File: src/rtl/mem_arbiter_if.sv
// Bundles the datapath-side request/response signals and the RAM-side
// strobes into one interface. The arbiter uses the slave view; the
// datapath/RAM environment uses the master view.
interface mem_arbiter_if #(
    parameter int AW = 32,
    parameter int DW = 32
);
    logic          iREN;
    logic [AW-1:0] iaddr;
    logic          dREN;
    logic          dWEN;
    logic [AW-1:0] daddr;
    logic [DW-1:0] dstore;
    logic          ihit;
    logic [DW-1:0] iload;
    logic          dhit;
    logic [DW-1:0] dload;
    logic          ramREN;
    logic          ramWEN;
    logic [AW-1:0] ramaddr;
    logic [DW-1:0] ramstore;
    logic [DW-1:0] ramload;
    logic [1:0]    ramstate;
    logic          fault;

    modport slave (
        input  iREN, iaddr, dREN, dWEN, daddr, dstore, ramload, ramstate,
        output ihit, iload, dhit, dload, ramREN, ramWEN, ramaddr, ramstore, fault
    );

    modport master (
        output iREN, iaddr, dREN, dWEN, daddr, dstore, ramload, ramstate,
        input  ihit, iload, dhit, dload, ramREN, ramWEN, ramaddr, ramstore, fault
    );
endinterface

File: src/rtl/mem_arbiter.sv
// Instruction/data arbiter in front of a single-ported RAM.
// Data requests win over instruction fetches; the granted request is latched
// and held on the RAM port until ACCESS, then a one-cycle hit is returned.
// A stall watchdog or a RAM ERROR parks the block in a sticky FAULT state.
//
// state | meaning
// IDLE  | waiting for a request; data beats instruction
// DATA  | latched data read/write on the RAM port, waiting for ACCESS
// INST  | latched instruction read on the RAM port, waiting for ACCESS
// RESP  | one-cycle ihit/dhit; requester drops its request at this edge
// FAULT | sticky error, strobes and hits low, only nRST leaves
module mem_arbiter #(
    parameter int TIMEOUT = 64,
    parameter int AW      = 32,
    parameter int DW      = 32
) (
    input  logic         CLK,
    input  logic         nRST,
    mem_arbiter_if.slave bus
);
    localparam int WW = $clog2(TIMEOUT + 1);
    localparam logic [WW-1:0] WMAX = WW'(TIMEOUT);
    localparam logic [1:0] RAM_ACCESS = 2'd2;
    localparam logic [1:0] RAM_ERROR  = 2'd3;

    typedef enum logic [2:0] {IDLE, DATA, INST, RESP, FAULT} state_t;

    state_t        state_q;
    logic [WW-1:0] wcnt_q;
    logic [WW-1:0] wcnt_d;
    logic          ihit_q;
    logic          dhit_q;
    logic [DW-1:0] iload_q;
    logic [DW-1:0] dload_q;
    logic          ramREN_q;
    logic          ramWEN_q;
    logic [AW-1:0] ramaddr_q;
    logic [DW-1:0] ramstore_q;
    logic          fault_q;

    // Saturating wait count; the FAULT transition fires before it could wrap.
    assign wcnt_d = (wcnt_q == WMAX) ? wcnt_q : wcnt_q + WW'(1);

    // Arbitration FSM with registered RAM strobes, latched request and hits.
    // ramWEN_q doubles as the latched operation for the whole DATA dwell.
    always_ff @(posedge CLK or negedge nRST) begin
        if (!nRST) begin
            state_q    <= IDLE;
            wcnt_q     <= '0;
            ihit_q     <= 1'b0;
            dhit_q     <= 1'b0;
            iload_q    <= '0;
            dload_q    <= '0;
            ramREN_q   <= 1'b0;
            ramWEN_q   <= 1'b0;
            ramaddr_q  <= '0;
            ramstore_q <= '0;
            fault_q    <= 1'b0;
        end else begin
            case (state_q)
                IDLE: begin
                    ihit_q <= 1'b0;
                    dhit_q <= 1'b0;
                    if (bus.dREN || bus.dWEN) begin
                        state_q    <= DATA;
                        wcnt_q     <= '0;
                        ramaddr_q  <= bus.daddr;
                        ramstore_q <= bus.dstore;
                        ramWEN_q   <= bus.dWEN;
                        ramREN_q   <= ~bus.dWEN;
                    end else if (bus.iREN) begin
                        state_q   <= INST;
                        wcnt_q    <= '0;
                        ramaddr_q <= bus.iaddr;
                        ramWEN_q  <= 1'b0;
                        ramREN_q  <= 1'b1;
                    end
                end
                DATA, INST: begin
                    if (bus.ramstate == RAM_ACCESS) begin
                        state_q  <= RESP;
                        ramREN_q <= 1'b0;
                        ramWEN_q <= 1'b0;
                        if (state_q == INST) begin
                            iload_q <= bus.ramload;
                            ihit_q  <= 1'b1;
                        end else begin
                            dhit_q <= 1'b1;
                            if (!ramWEN_q) begin
                                dload_q <= bus.ramload;
                            end
                        end
                    end else if (bus.ramstate == RAM_ERROR || wcnt_d == WMAX) begin
                        state_q  <= FAULT;
                        wcnt_q   <= wcnt_d;
                        ramREN_q <= 1'b0;
                        ramWEN_q <= 1'b0;
                        fault_q  <= 1'b1;
                    end else begin
                        wcnt_q <= wcnt_d;
                    end
                end
                RESP: begin
                    state_q <= IDLE;
                    ihit_q  <= 1'b0;
                    dhit_q  <= 1'b0;
                end
                FAULT: begin
                    ihit_q   <= 1'b0;
                    dhit_q   <= 1'b0;
                    ramREN_q <= 1'b0;
                    ramWEN_q <= 1'b0;
                    fault_q  <= 1'b1;
                end
                default: begin
                    state_q <= IDLE;
                end
            endcase
        end
    end

    assign bus.ihit     = ihit_q;
    assign bus.dhit     = dhit_q;
    assign bus.iload    = iload_q;
    assign bus.dload    = dload_q;
    assign bus.ramREN   = ramREN_q;
    assign bus.ramWEN   = ramWEN_q;
    assign bus.ramaddr  = ramaddr_q;
    assign bus.ramstore = ramstore_q;
    assign bus.fault    = fault_q;
endmodule

File: src/flat_wrapper.sv
// flat-port wrapper written by rule: the top's interface ports become plain ports
module mem_arbiter_flat 
#(
    parameter int TIMEOUT = 64,
    parameter int AW      = 32,
    parameter int DW      = 32
)
  (CLK, nRST, bus_iREN, bus_iaddr, bus_dREN, bus_dWEN, bus_daddr, bus_dstore, bus_ramload, bus_ramstate, bus_ihit, bus_iload, bus_dhit, bus_dload, bus_ramREN, bus_ramWEN, bus_ramaddr, bus_ramstore, bus_fault);
  mem_arbiter_if #(.AW(AW), .DW(DW)) bus_i ();
  input  logic CLK;
  input  logic nRST;
  input wire logic [$bits(bus_i.iREN)-1:0] bus_iREN;
  input wire logic [$bits(bus_i.iaddr)-1:0] bus_iaddr;
  input wire logic [$bits(bus_i.dREN)-1:0] bus_dREN;
  input wire logic [$bits(bus_i.dWEN)-1:0] bus_dWEN;
  input wire logic [$bits(bus_i.daddr)-1:0] bus_daddr;
  input wire logic [$bits(bus_i.dstore)-1:0] bus_dstore;
  input wire logic [$bits(bus_i.ramload)-1:0] bus_ramload;
  input wire logic [$bits(bus_i.ramstate)-1:0] bus_ramstate;
  output wire logic [$bits(bus_i.ihit)-1:0] bus_ihit;
  output wire logic [$bits(bus_i.iload)-1:0] bus_iload;
  output wire logic [$bits(bus_i.dhit)-1:0] bus_dhit;
  output wire logic [$bits(bus_i.dload)-1:0] bus_dload;
  output wire logic [$bits(bus_i.ramREN)-1:0] bus_ramREN;
  output wire logic [$bits(bus_i.ramWEN)-1:0] bus_ramWEN;
  output wire logic [$bits(bus_i.ramaddr)-1:0] bus_ramaddr;
  output wire logic [$bits(bus_i.ramstore)-1:0] bus_ramstore;
  output wire logic [$bits(bus_i.fault)-1:0] bus_fault;
  assign bus_i.iREN = bus_iREN;
  assign bus_i.iaddr = bus_iaddr;
  assign bus_i.dREN = bus_dREN;
  assign bus_i.dWEN = bus_dWEN;
  assign bus_i.daddr = bus_daddr;
  assign bus_i.dstore = bus_dstore;
  assign bus_i.ramload = bus_ramload;
  assign bus_i.ramstate = bus_ramstate;
  assign bus_ihit = bus_i.ihit;
  assign bus_iload = bus_i.iload;
  assign bus_dhit = bus_i.dhit;
  assign bus_dload = bus_i.dload;
  assign bus_ramREN = bus_i.ramREN;
  assign bus_ramWEN = bus_i.ramWEN;
  assign bus_ramaddr = bus_i.ramaddr;
  assign bus_ramstore = bus_i.ramstore;
  assign bus_fault = bus_i.fault;
  mem_arbiter #(.TIMEOUT(TIMEOUT), .AW(AW), .DW(DW)) u_core (.CLK(CLK), .nRST(nRST), .bus(bus_i));
endmodule
File: config.mk
export PLATFORM = sky130hd
export DESIGN_NAME = mem_arbiter_flat
export DESIGN_NICKNAME = d
export VERILOG_FILES = /design/src/rtl/mem_arbiter_if.sv /design/src/rtl/mem_arbiter.sv /design/src/flat_wrapper.sv
export SDC_FILE = /design/constraint.sdc
export NUM_CORES = 1
export LEC_CHECK = 0
export ABC_AREA = 1
export CORE_MARGIN = 2
export CORE_UTILIZATION = 30
export CTS_CLUSTER_SIZE = 10
export DETAILED_ROUTE_END_ITERATION = 10
export SLEW_MARGIN = 20
export SYNTH_ARGS = -nofsm -noshare
export SYNTH_HDL_FRONTEND = slang
export SYNTH_SLANG_ARGS = --single-unit
export TNS_END_PERCENT = 100
File: constraint.sdc
create_clock -name CLK -period 1.9 [get_ports CLK]
set_input_delay 0.19 -clock CLK [delete_from_list [all_inputs] [get_ports CLK]]
set_output_delay 0.19 -clock CLK [all_outputs]
set_load 0.005 [all_outputs]
* Yosys cells after proc, flatten, opt, wreduce, memory -nomap -nowiden
Index checks and enable logic that the tools add are counted.
** Storage, ports and cells
- Register bits :: 143
- Bits in latches :: 0
- RAM bits :: 0
- Memory bits (read-only) :: 0
- Input port bits :: 135
- Output and inout port bits :: 133
- Memories :: 0
** Operators by class
- $add $sub $neg :: 1
- $mul :: 0
- Divide/modulo/power cells :: 0
- Magnitude comparators :: 0
- Eq/ne operators :: 15
- Shift operators :: 0
- Muxes and demuxes :: 29
- Bitwise gates (word level) :: 4
- Reductions and logical operators :: 20
** Operators with widths (number)
- $mux 32 :: 2
- $mux 7 :: 4
- $reduce_and 3->1 :: 7
- $eq 7x7->1 const B :: 2
- $pmux 7 s2 :: 1
- $mux 1 :: 12
- $mux 3 :: 4
- $pmux 3 s3 :: 1
- $reduce_bool 2->1 :: 4
- $add 7x1->7 const B :: 1
- $eq 3x2->1 const B :: 2
- $ne 2x1->1 const B :: 3
- $pmux 1 s2 :: 3
- $pmux 1 s3 :: 2
- $eq 2x2->1 const B :: 2
- $ne 2x2->1 const B :: 2
- $not 1->1 :: 4
- $reduce_and 2->1 :: 2
- $reduce_and 4->1 :: 1
- $eq 3x1->1 const B :: 1
- $eq 3x3->1 const B :: 1
- $logic_not 3->1 :: 1
- $ne 3x1->1 const B :: 1
- $ne 3x2->1 const B :: 1
- other kinds (4) :: 5

* Depth between registers and ports, before layout
- Depth in word-level cells :: 7
- Mapped depth :: 13
- Depth with buffers taken out :: 13

* Worst setup path after synthesis
Ideal clock, no wire load.
- Kind :: flip-flop to flip-flop
- Start :: register u_core.state_q[2]
- End :: register u_core.dload_q[2] (netlist: u_core.bus.dload[2])
- Setup time :: 117 ps
- Arrival time :: 1551 ps
- Path slack :: 232 ps
- Cell stages (with the launch flop) :: 12
- Period minus slack after synthesis :: 1668 ps
- Path through :: dfrtp_1 -> inv_1 -> nand2_1 -> nor2_2 -> inv_2 -> nor2_4 -> inv_2 -> or3_1 -> buf_6 -> buf_6 -> nand2_1 -> o21ai_2
** On the way
- Cells in the longest elaborated chain, start to end :: 3
** RTL lines
- from (decl) :: RTL line mem_arbiter.sv:28 : state_t state_q;
- from (signal assigned) :: RTL line mem_arbiter.sv:48 : state_q <= IDLE;
- from (signal assigned) :: RTL line mem_arbiter.sv:65 : state_q <= DATA;
- from (signal assigned) :: RTL line mem_arbiter.sv:72 : state_q <= INST;
- $eq 3x1->1 or $eq 3x2->1 (tied branches) :: RTL line mem_arbiter.sv:60, mem_arbiter.sv:84
- $reduce_or 2->1 or $not 1->1 (tied branches)
- $reduce_and 4->1 (no source line) *
- to (signal assigned) :: RTL line mem_arbiter.sv:90 : dload_q <= bus.ramload;
- to (decl) :: RTL line mem_arbiter.sv:34 : logic [DW-1:0] dload_q;
Every way passes the cells marked *; elsewhere a longest branch is shown, timed or not.
A chain may end at the register's enable or synchronous reset.

* Worst setup path after layout
- Start :: register u_core.wcnt_q[0]
- End :: register u_core.state_q[1]
** On the way
- Cells in the longest elaborated chain, start to end :: 6
** RTL lines
- from (decl) :: RTL line mem_arbiter.sv:29 : logic [WW-1:0] wcnt_q;
- from (signal assigned) :: RTL line mem_arbiter.sv:95 : wcnt_q <= wcnt_d;
- from (signal assigned) :: RTL line mem_arbiter.sv:100 : wcnt_q <= wcnt_d;
- $add 7x1->7 or $eq 7x7->1 (tied branches) :: RTL line mem_arbiter.sv:42 : assign wcnt_d = (wcnt_q == WMAX) ? wcnt_q : wcnt_q + WW'(1);
- $mux 7 * :: RTL line mem_arbiter.sv:42
- $eq 7x7->1 * :: RTL line mem_arbiter.sv:93 : end else if (bus.ramstate == RAM_ERROR || wcnt_d == WMAX) begin
- $logic_or 1x1->1 * :: RTL line mem_arbiter.sv:93
- $ne 3x1->1 (no source line) *
- $reduce_and 3->1 (no source line) *
- to (signal assigned) :: RTL line mem_arbiter.sv:94 : state_q <= FAULT;
- to (signal assigned) :: RTL line mem_arbiter.sv:104 : state_q <= IDLE;
- to (signal assigned) :: RTL line mem_arbiter.sv:116 : state_q <= IDLE;
Marks and branches as above.

==> results.md <==
- Status: completed
- Initial DRC Count: 194
- Die ar.: approximately 0.021 mm²
- Die Y: 145.8 µm
- Die W: 145.8 µm
- Total number of vias: 5423
- Final WL: 17680 µm
- RSZ-0062 raised after global routing: true
- Met3 Use GR: 0.07806
- R2R Path Start: u_core.wcnt_q[0]
- I/O Pins: about 270
- Synth-to-Final Area Change: 63.24%
- Remaining antenna violation count: 0
- Largest vdd supply drop: 675.9 µV
- Yosys reg bits: around 140
- FP Rows: 51
- First-pass GRT wire length: between 20000 and 30000 µm
- Max FO, Critical Path: 5
- Synth unique cells: 24
- H-tree Lvls: 4
- Internal: 10.28 mW
- DRT Pass-1 Iters: 4
- DR vias/cell: approximately 4.4
- FILL cells: 1881
- Leading cell type in the layout, fill and taps excluded: clkdlybuf4s50_1
- Logic pwr share: 0.434
- Syn_area_per_cell: 8.882 µm²
- Layout cells sized above 1: 0.1129
- Synth area leaders: dfrtp_1, nand2_1, o21ai_2
- M2 GR Usage: 0.2568
- Post-route clock period utilization: 0.9099
- Clk pin slew, worst setup/hold paths: 0.06 ns
- Residual DRC count: 0
- Rel. slew slack: 0.6258
- Fmax: ~0.58 GHz
- Crit start category: flip-flop
- Most frequent cells in the layout: clkdlybuf4s50_1, nand2_1, dfrtp_1
- Pin count of the biggest net entering global routing: 65
- Cell count of the worst reg-to-reg path: 13
- Clock group share of total power: 0.225
- Core Util, Final: 0.5025
- GRT Overall Usage: 0.1681
- Hold_ws: 0.3051 ns
- Final std cells w/o fill: 1239
- Area of the mapped netlist: 0.006031 mm²
- PwrDens: 1567 mW/mm²
- Sw Share: 0.3334
- Worst Path Required: 2.20 ns
- Clk Latency, worst-skew pair: 0.42 ns
- Hold Crit Class: in2async
- GPL Wtd Cong: 0.7472
- Critical path arrival: 2.03 ns
- Initial Utilization: 0.3078
- R2R Setup Slk: roughly 0.17 ns
- Critical path class: reg2reg
- Seq. cell area: ~0.0036 mm²
- Top-area cell type share of the netlist area: 0.5934
- CORE AREA: ~0.02 mm²
- Per-cell routed wire length: 14.27 µm
- Largest area contributor in the netlist: dfrtp_1
- Root buf cell: clkbuf_16
- Initial antenna violation count: 0
- Setup TNS: 0 ns
- Gr ovfl total: 0
- CTS tree: built
- Seq/Total Area, Yosys: 0.5934
- Placed Area: ~0.009 mm²
- HPWL Detailed: roughly 13000 µm
- Number of global-route vias before repair: 5303
- R2R Path End: u_core.state_q[1]
- CP Capture Type: flip-flop
- Yosys warnings: 0
- Clk_skew: 0.007027 ns
- N_diodes: 0
- Global routing's busiest layer: met2
- Leakage power: 4.535 nW
- Max_cap viols: 0
- Post-layout instance area: 0.009844 mm²
- Area of the multi-input gates: 0.002096 mm²
- Final Setup Violations: 0
- Net Switching: just over 5 mW
- Dpl cells: 1203
- Clock tree buffer depth: 2
- Synth Net Count: 816
- Period minus WS final: 1.729 ns
- Gate Count Post-Synth: approximately 680
- NumNets Final: 1098
- CTS Buf Count: 17
- Grt met1 use: 0.2118
- Flop pwr share: 0.341
- CTS sink count: 143
- Worst Tran Pin Value: 0.5613 ns
- Final Max Tran Viols: 0
- Number of buffers added on ports: 267
- Final hold viol count: 0
==> per-stage QoR <==
stage / power [mW] / setup slack, ns
floorplan: 7.934 / 0.2320
global route: 16.59 / -0.006958
global placement: 11.92 / -0.2394
finish: 15.42 / 0.1712
CTS: 15.57 / 0.03958
detailed placement: 11.99 / -0.2512
==> cells in the mapped netlist <==
cell / count
clkbuf_1: 25
a32oi_1: 1
o21bai_1: 1
nand3_1: 10
inv_2: 3
nor2_2: 4
clkinv_1: 1
ha_1: 2
a21oi_1: 3
xor2_1: 1
o21ai_0: 39
inv_1: 53
a31oi_1: 33
nor3_1: 3
or3_1: 1
buf_6: 7
nand4_1: 4
nand2_1: 261
o21ai_2: 32
o32ai_1: 1
nor2_1: 46
nor2_4: 1
o22ai_1: 4
dfrtp_1: 143
==> per-layer routing <==
metal / vias up / wire length (µm)
met1: 2469 / 7769
li1: 2728 / -
met4: 0 / 275
met5: - / 0
met2: 202 / 7819
met3: 24 / 1812
==> logic make-up (layout without fill, tap and decap cells) <==
group / Yosys count / in the layout / synth area share
xor gates and xnor gates: 1 / 1 / 0.001453
DFF: 143 / 143 / 0.5934
adders and majority gates: 2 / 2 / 0.004149
and+or+nand+nor: 330 / 330 / 0.2131
AOI/OAI and AO/OA: 114 / 114 / 0.1239
buffers and inverters: 89 / 384 / 0.06411
==> final cells by class <==
class                      instances  area share
clock inverter                    14     0.01741
multi-input combinational        447      0.2129
timing repair buffer             295      0.3059
sequential                       143      0.3638
clock buffer                      18     0.04461
tap                              265     0.03368
inverter                          57     0.02173
==> worst max path at each step <==
stage                            from  slack, ns  cells past startpoint                   end
finish               u_core.wcnt_q[0]       0.17                     13     u_core.state_q[1]
global route         u_core.wcnt_q[0]     -0.007                     13     u_core.state_q[0]
CTS                  u_core.wcnt_q[0]       0.04                     13     u_core.state_q[1]
detailed placement    bus_ramstate[1]      -0.25                     10   u_core.bus.dload[1]
global placement      bus_ramstate[1]      -0.24                     10  u_core.bus.dload[27]
floorplan           u_core.state_q[2]       0.23                     11   u_core.bus.dload[2]
==> power by group through the flow <==
stage	Combinational, mW	Sequential (mW)	Clock, mW
after floorplan	2.57	5.36	0
after global placement	6.65	5.27	0
after detailed placement	6.70	5.29	0
after CTS	6.72	5.27	3.58
after global routing	7.39	5.47	3.73
final	6.69	5.26	3.47
==> worst max-delay path, cell delays in order, from the launching register on <==
cell     delay [ns]
dfrtp_2        0.44
inv_2          0.09
ha_1           0.14
nand2_1        0.05
inv_1          0.09
nand3_2        0.10
nand2_1        0.09
nand2_1        0.07
nor2_1         0.11
nand3_1        0.11
nand3_2        0.14
nand2_1        0.08
nand2_1        0.06
nand2_1        0.05
==> registers in the layout (all words and copies together) (netlist names) <==
signal               cells
u_core.bus.dload        32
u_core.bus.iload        32
u_core.bus.ramaddr      32
u_core.bus.ramstore     32
u_core.wcnt_q            7
u_core.state_q           3
u_core.bus.dhit          1
u_core.bus.fault         1
u_core.bus.ihit          1
u_core.bus.ramREN        1
u_core.bus.ramWEN        1
==> timing repair <==
action,4_1_cts,5_1_grt
endpoints found under the hold margin,52,0
hold buffers,1,0
setup endpoints to repair,0,36
buffers inserted,0,1
gates resized for setup,0,10
Power figures use the tool's default switching activity.
==> edit 1, RTL diff (config.mk and constraints unchanged) <==
Reset style: synchronous (`nRST`), changed in one clocked block.
--- a/src/rtl/mem_arbiter.sv
+++ b/src/rtl/mem_arbiter.sv
@@ -43,7 +43,7 @@
 
     // Arbitration FSM with registered RAM strobes, latched request and hits.
     // ramWEN_q doubles as the latched operation for the whole DATA dwell.
-    always_ff @(posedge CLK or negedge nRST) begin
+    always_ff @(posedge CLK) begin
         if (!nRST) begin
             state_q    <= IDLE;
             wcnt_q     <= '0;
Behaviour: differs if nRST is asserted again (counterexample within 4 cycles, from zero or initial values and one cycle with nRST low); with nRST held inactive, the same outputs for 4 cycles.
==> edit 1 against the unedited design <==
The run now ends with design-rule violations left; sequential cell count is the same; area after synthesis shrank 7.5%; final cell count is 0.97% higher; clock skew up 0.0038 ns; power down 26%; worst setup slack improved by 0.021 ns; synthesized cell count rose by 11%; wire length increased by 1.3%; design area decreased by 7.2%; die area fell by 7.3%; critical endpoint is now u_core.state_q[0]; largest cell class is now non-clock buffers; largest power group is now registers.
==> edit 1: results (changes against the unedited design) <==
DRT Pass-1 Iters = 7 (was 4)
Post-synthesis adder-cell area fraction = 0.448% (was 0.415%)
Hold WC Path Type = primary input to flip-flop (was primary input to asynchronous set/reset pin)
XOR/XNOR share of the synthesized area = 0.157% (was 0.145%)
DR WL met3 = 1.96 mm (was 1.81 mm)
Leakage = 3.54 nW (was 4.54 nW)
Post-synth top cells = nor2_1, dfxtp_1, nand2_1, o21ai_0, a21oi_1 (was nand2_1, dfrtp_1, inv_1, nor2_1, o21ai_0)
Sequential area share after synthesis = 51.3% (was 59.3%)
Psw = 3.67 mW (was 5.14 mW)
Vias in the first global route = 5,438 (was 5,303)
Outcome = finished, violations left (was finished clean)
Cell Area, Placed = 8560 um^2 (was 9160 um^2)
Gr usage total = 18.1% (was 16.8%)
R2R depth = 14 (was 13)
Grt met1 use = 23.1% (was 21.2%)
Placed instance count = 1,219 (was 1,203)
Hpwl dp = 12.6 mm (was 12.7 mm)
Critical path's largest stage delay = 0.34 ns (was 0.44 ns)
GPL Wtd Cong = 0.805 (was 0.747)
Met3 Track Usage GR = 8.14% (was 7.81%)
Layout fillers = 1,806 (was 1,881)
Avg Vias per Cell = 4.65 (was 4.38)
Met2 routed WL = 7.84 mm (was 7.82 mm)
Final period utilization = 89.9% (was 91.0%)
CP Capture Point = u_core.state_q[0] (was u_core.state_q[1])
Setup crit start = u_core.wcnt_q[0] (unchanged)
Met1 Routed Length = 7.92 mm (was 7.77 mm)
CP max stage cell = dfxtp_2 (was dfrtp_2)
WP data arrival = 2.06 ns (was 2.03 ns)
Layout net count = 1,146 (was 1,098)
Post-synth ARST share = 0% (was 100%)
Net Count, Synth = 891 (was 816)
Failing checks = design-rule violations
Clk_skew = 0.0108 ns (was 0.00703 ns)
Slew margin rel. = 66.8% (was 62.6%)
Hold WS = 0.213 ns (was 0.305 ns)
Layout Cells excl Fill = 1,251 (was 1,239)
Syn-to-layout area delta = 63.7% (was 63.2%)
Fraction of the mapped netlist area in compound gates = 17.2% (was 12.4%)
WL/cell = 14.3 um (about the same)
DR iter-0 viols = 303 (was 194)
DRC viols = 1 (was 0)
==> edit 1: changes by cell type after synthesis, moves of 7 or more <==
cell	delta
nand2_1	-120
dfxtp_1	+143
clkbuf_1	+7
dfrtp_1	-143
o21ai_0	+39
a21oi_1	+45
nor2_1	+106
nand3_1	+33
inv_1	-32
buf_2	+9
o21ai_1	+22
o21ai_2	-32
==> edit 1: cell families after synthesis <==
| group | after synthesis |
|---|---|
| AO/OA/AOI/OAI | 182 |
| XOR/XNOR | 1 |
| adder cells (fa/ha/maj) | 2 |
| buffers and inverters | 79 |
| flip-flops | 143 |
| AND/OR/NAND/NOR | 347 |
==> edit 1: area by class of cell <==
type	instances	area [um^2]	share of cell area [%]
well taps	229	287	3.14
inverters	29	109	1.19
repair buffers	286	2900	31.7
flip-flops and latches	143	2860	31.3
clock inverters	15	144	1.57
clock buffers	17	425	4.66
multi-input cells	532	2410	26.4
==> edit 2, RTL diff (config.mk and constraints unchanged) <==
Made on the original files. `DW` is set to 32 in 3 places; all go to 16.
--- a/src/rtl/mem_arbiter_if.sv
+++ b/src/rtl/mem_arbiter_if.sv
@@ -3,7 +3,7 @@
 // datapath/RAM environment uses the master view.
 interface mem_arbiter_if #(
     parameter int AW = 32,
-    parameter int DW = 32
+    parameter int DW = 16
 );
     logic          iREN;
     logic [AW-1:0] iaddr;
--- a/src/rtl/mem_arbiter.sv
+++ b/src/rtl/mem_arbiter.sv
@@ -12,7 +12,7 @@
 module mem_arbiter #(
     parameter int TIMEOUT = 64,
     parameter int AW      = 32,
-    parameter int DW      = 32
+    parameter int DW      = 16
 ) (
     input  logic         CLK,
     input  logic         nRST,
--- a/src/flat_wrapper.sv
+++ b/src/flat_wrapper.sv
@@ -3,7 +3,7 @@
 #(
     parameter int TIMEOUT = 64,
     parameter int AW      = 32,
-    parameter int DW      = 32
+    parameter int DW      = 16
 )
   (CLK, nRST, bus_iREN, bus_iaddr, bus_dREN, bus_dWEN, bus_daddr, bus_dstore, bus_ramload, bus_ramstate, bus_ihit, bus_iload, bus_dhit, bus_dload, bus_ramREN, bus_ramWEN, bus_ramaddr, bus_ramstore, bus_fault);
   mem_arbiter_if #(.AW(AW), .DW(DW)) bus_i ();
Interface: changed (5 resized); port bits go from 268 to 188. The function was not compared with the original's and may differ.
==> edit 2 against the unedited design <==
Synthesized cell count down 28%; wire length down 35%; clock power down 46%; design area down 32%; area after synthesis down 31%; non-clock buffer count down 92; power down 37%; first-iteration DRC count up 36%; worst setup slack better by 0.0049 ns; sequential cell count down 48.
==> edit 2: results (changes against the unedited design) <==
Cells taking the most area after synthesis = dfrtp_1, nand2_1, a31oi_1, nor2_1, o21ai_2 (was dfrtp_1, nand2_1, o21ai_2, a31oi_1, inv_1)
Critical path's largest stage delay = 0.39 ns (was 0.44 ns)
Routed wire length = 11.5 mm (was 17.7 mm)
DR iter-0 viols = 263 (was 194)
Pin count of the biggest net entering global routing = 45 (was 65)
Hpwl dp = 8.76 mm (was 12.7 mm)
Net Count, Synth = 596 (was 816)
First-pass GRT wire length = 18.8 mm (was 28.4 mm)
I/O Buffers = 187 (was 267)
RR Startpoint = u_core.state_q[2] (was u_core.wcnt_q[0])
Synth cell types = 23 (was 24)
GPL Wtd Cong = 0.778 (was 0.747)
Leakage = 3.01 nW (was 4.54 nW)
Met3 Track Usage GR = 5.29% (was 7.81%)
H-tree levels = 3 (was 4)
Initial antenna violation count = 1 (was 0)
CTS buffer count = 9 (was 17)
Clock Path Buffers = 2 (unchanged)
Slew margin rel. = 68.4% (was 62.6%)
Gr usage total = 15.9% (was 16.8%)
Critical path fanouts, max = 32 (was 5)
Post-synth top cells = nand2_1, dfrtp_1, nor2_1, inv_1, a31oi_1 (was nand2_1, dfrtp_1, inv_1, nor2_1, o21ai_0)
R2R depth = 10 (was 13)
Dpl ws = -0.0592 ns (was -0.251 ns)
CP max stage cell = dfrtp_1 (was dfrtp_2)
Avg Vias per Cell = 4.50 (was 4.38)
FF-to-FF End = u_core.bus.dload[11] (was u_core.state_q[1])
Sequential area share after synthesis = 56.9% (was 59.3%)
Max IR drop VDD = 0.571 mV (was 0.676 mV)
Grt met1 use = 20.2% (was 21.2%)
Outcome = finished clean (unchanged)
Hold WS = 0.315 ns (was 0.305 ns)
Layout net count = 788 (was 1,098)
Pint = 6.47 mW (was 10.3 mW)
Clk_skew = 0.00653 ns (was 0.00703 ns)
Proportion of layout cells with a drive suffix above 1 = 9.30% (was 11.3%)
edit 2: cell types whose count changed in the layout (fill, tap and decap cells not counted), moves of 3 or more:
cell and delta:
buf_12 -4, buf_4 -4, buf_6 -3, clkbuf_16 -9, clkdlybuf4s50_1 -80, dfrtp_1 -47
inv_1 -19, inv_6 -3, inv_8 -3, nand2_1 -78, o21ai_0 -16, o21ai_2 -16
edit 2: logic make-up (layout without fill, tap and decap cells):
group	after synthesis	count (layout)	synth area share, %
DFF	95	95	56.9
xor gates and xnor gates	1	1	0.210
buffers and inverters	60	257	6.14
AOI/OAI and AO/OA	82	82	12.4
and+or+nand+nor	251	251	23.8
adders and majority gates	2	2	0.599
edit 2: layer usage:
| layer | vias to the layer above | routed length, um |
|---|---|---|
| li1 | 1955 | - |
| met1 | 1789 | 4990 |
| met2 | 152 | 5260 |
| met3 | 14 | 1100 |
| met4 | 0 | 169 |
| met5 | - | 0 |
edit 2: worst max-delay path, delay by kind of cell, from the launching register on:
family	cells	cell delay, ns
buffers and inverters	3	0.33
DFF	1	0.39
AOI/OAI and AO/OA	1	0.05
and+or+nand+nor	6	0.85
edit 2: area by class of cell:
class,instances,area [um^2]
Clock buffer,9,225
Clock inverter,7,90.1
Sequential cell,95,2380
Timing Repair Buffer,203,2040
Fill cell,1335,7050
Multi-Input combinational cell,336,1560
Inverter,38,143
Tap cell,180,225
edit 2: worst max-delay path by stage:
stage	startpoint	endpoint	slack (ns)	depth (start not counted)
final	u_core.state_q[2]	u_core.bus.dload[11]	0.18	10
after global routing	u_core.wcnt_q[0]	u_core.state_q[0]	0.03	13
after CTS	u_core.wcnt_q[0]	u_core.state_q[0]	0.09	14
after detailed placement	bus_ramstate[1]	u_core.bus.dload[11]	-0.06	10
after global placement	bus_ramstate[1]	u_core.bus.dload[12]	-0.03	10
after floorplan	u_core.state_q[2]	u_core.bus.dload[10]	0.25	11
edit 2: repair_timing:
item | CTS | global route
endpoints found under the setup margin | 0 | 4
buffers inserted | 0 | 0
hold buffers | 1 | 0
gates resized for setup | 0 | 7
endpoints found under the hold margin | 26 | 0
edit 2: power by group through the flow:
stage | Combinational (mW) | Sequential [mW] | Clock (mW)
finish | 4.34 | 3.49 | 1.89
floorplan | 1.72 | 3.53 | 0
CTS | 4.40 | 3.50 | 1.96
global placement | 4.34 | 3.50 | 0
detailed placement | 4.39 | 3.52 | 0
global route | 4.86 | 3.62 | 2.04
edit 2: per-stage QoR:
step	TNS, ns	cells	total power, mW	cell area [um^2]
floorplan	0	491	5.25	4180
global placement	-0.500	851	7.83	6330
detailed placement	-0.840	851	7.91	6330
CTS	0	868	9.85	6650
global route	0	868	10.5	6670
finish	0	868	9.71	6670
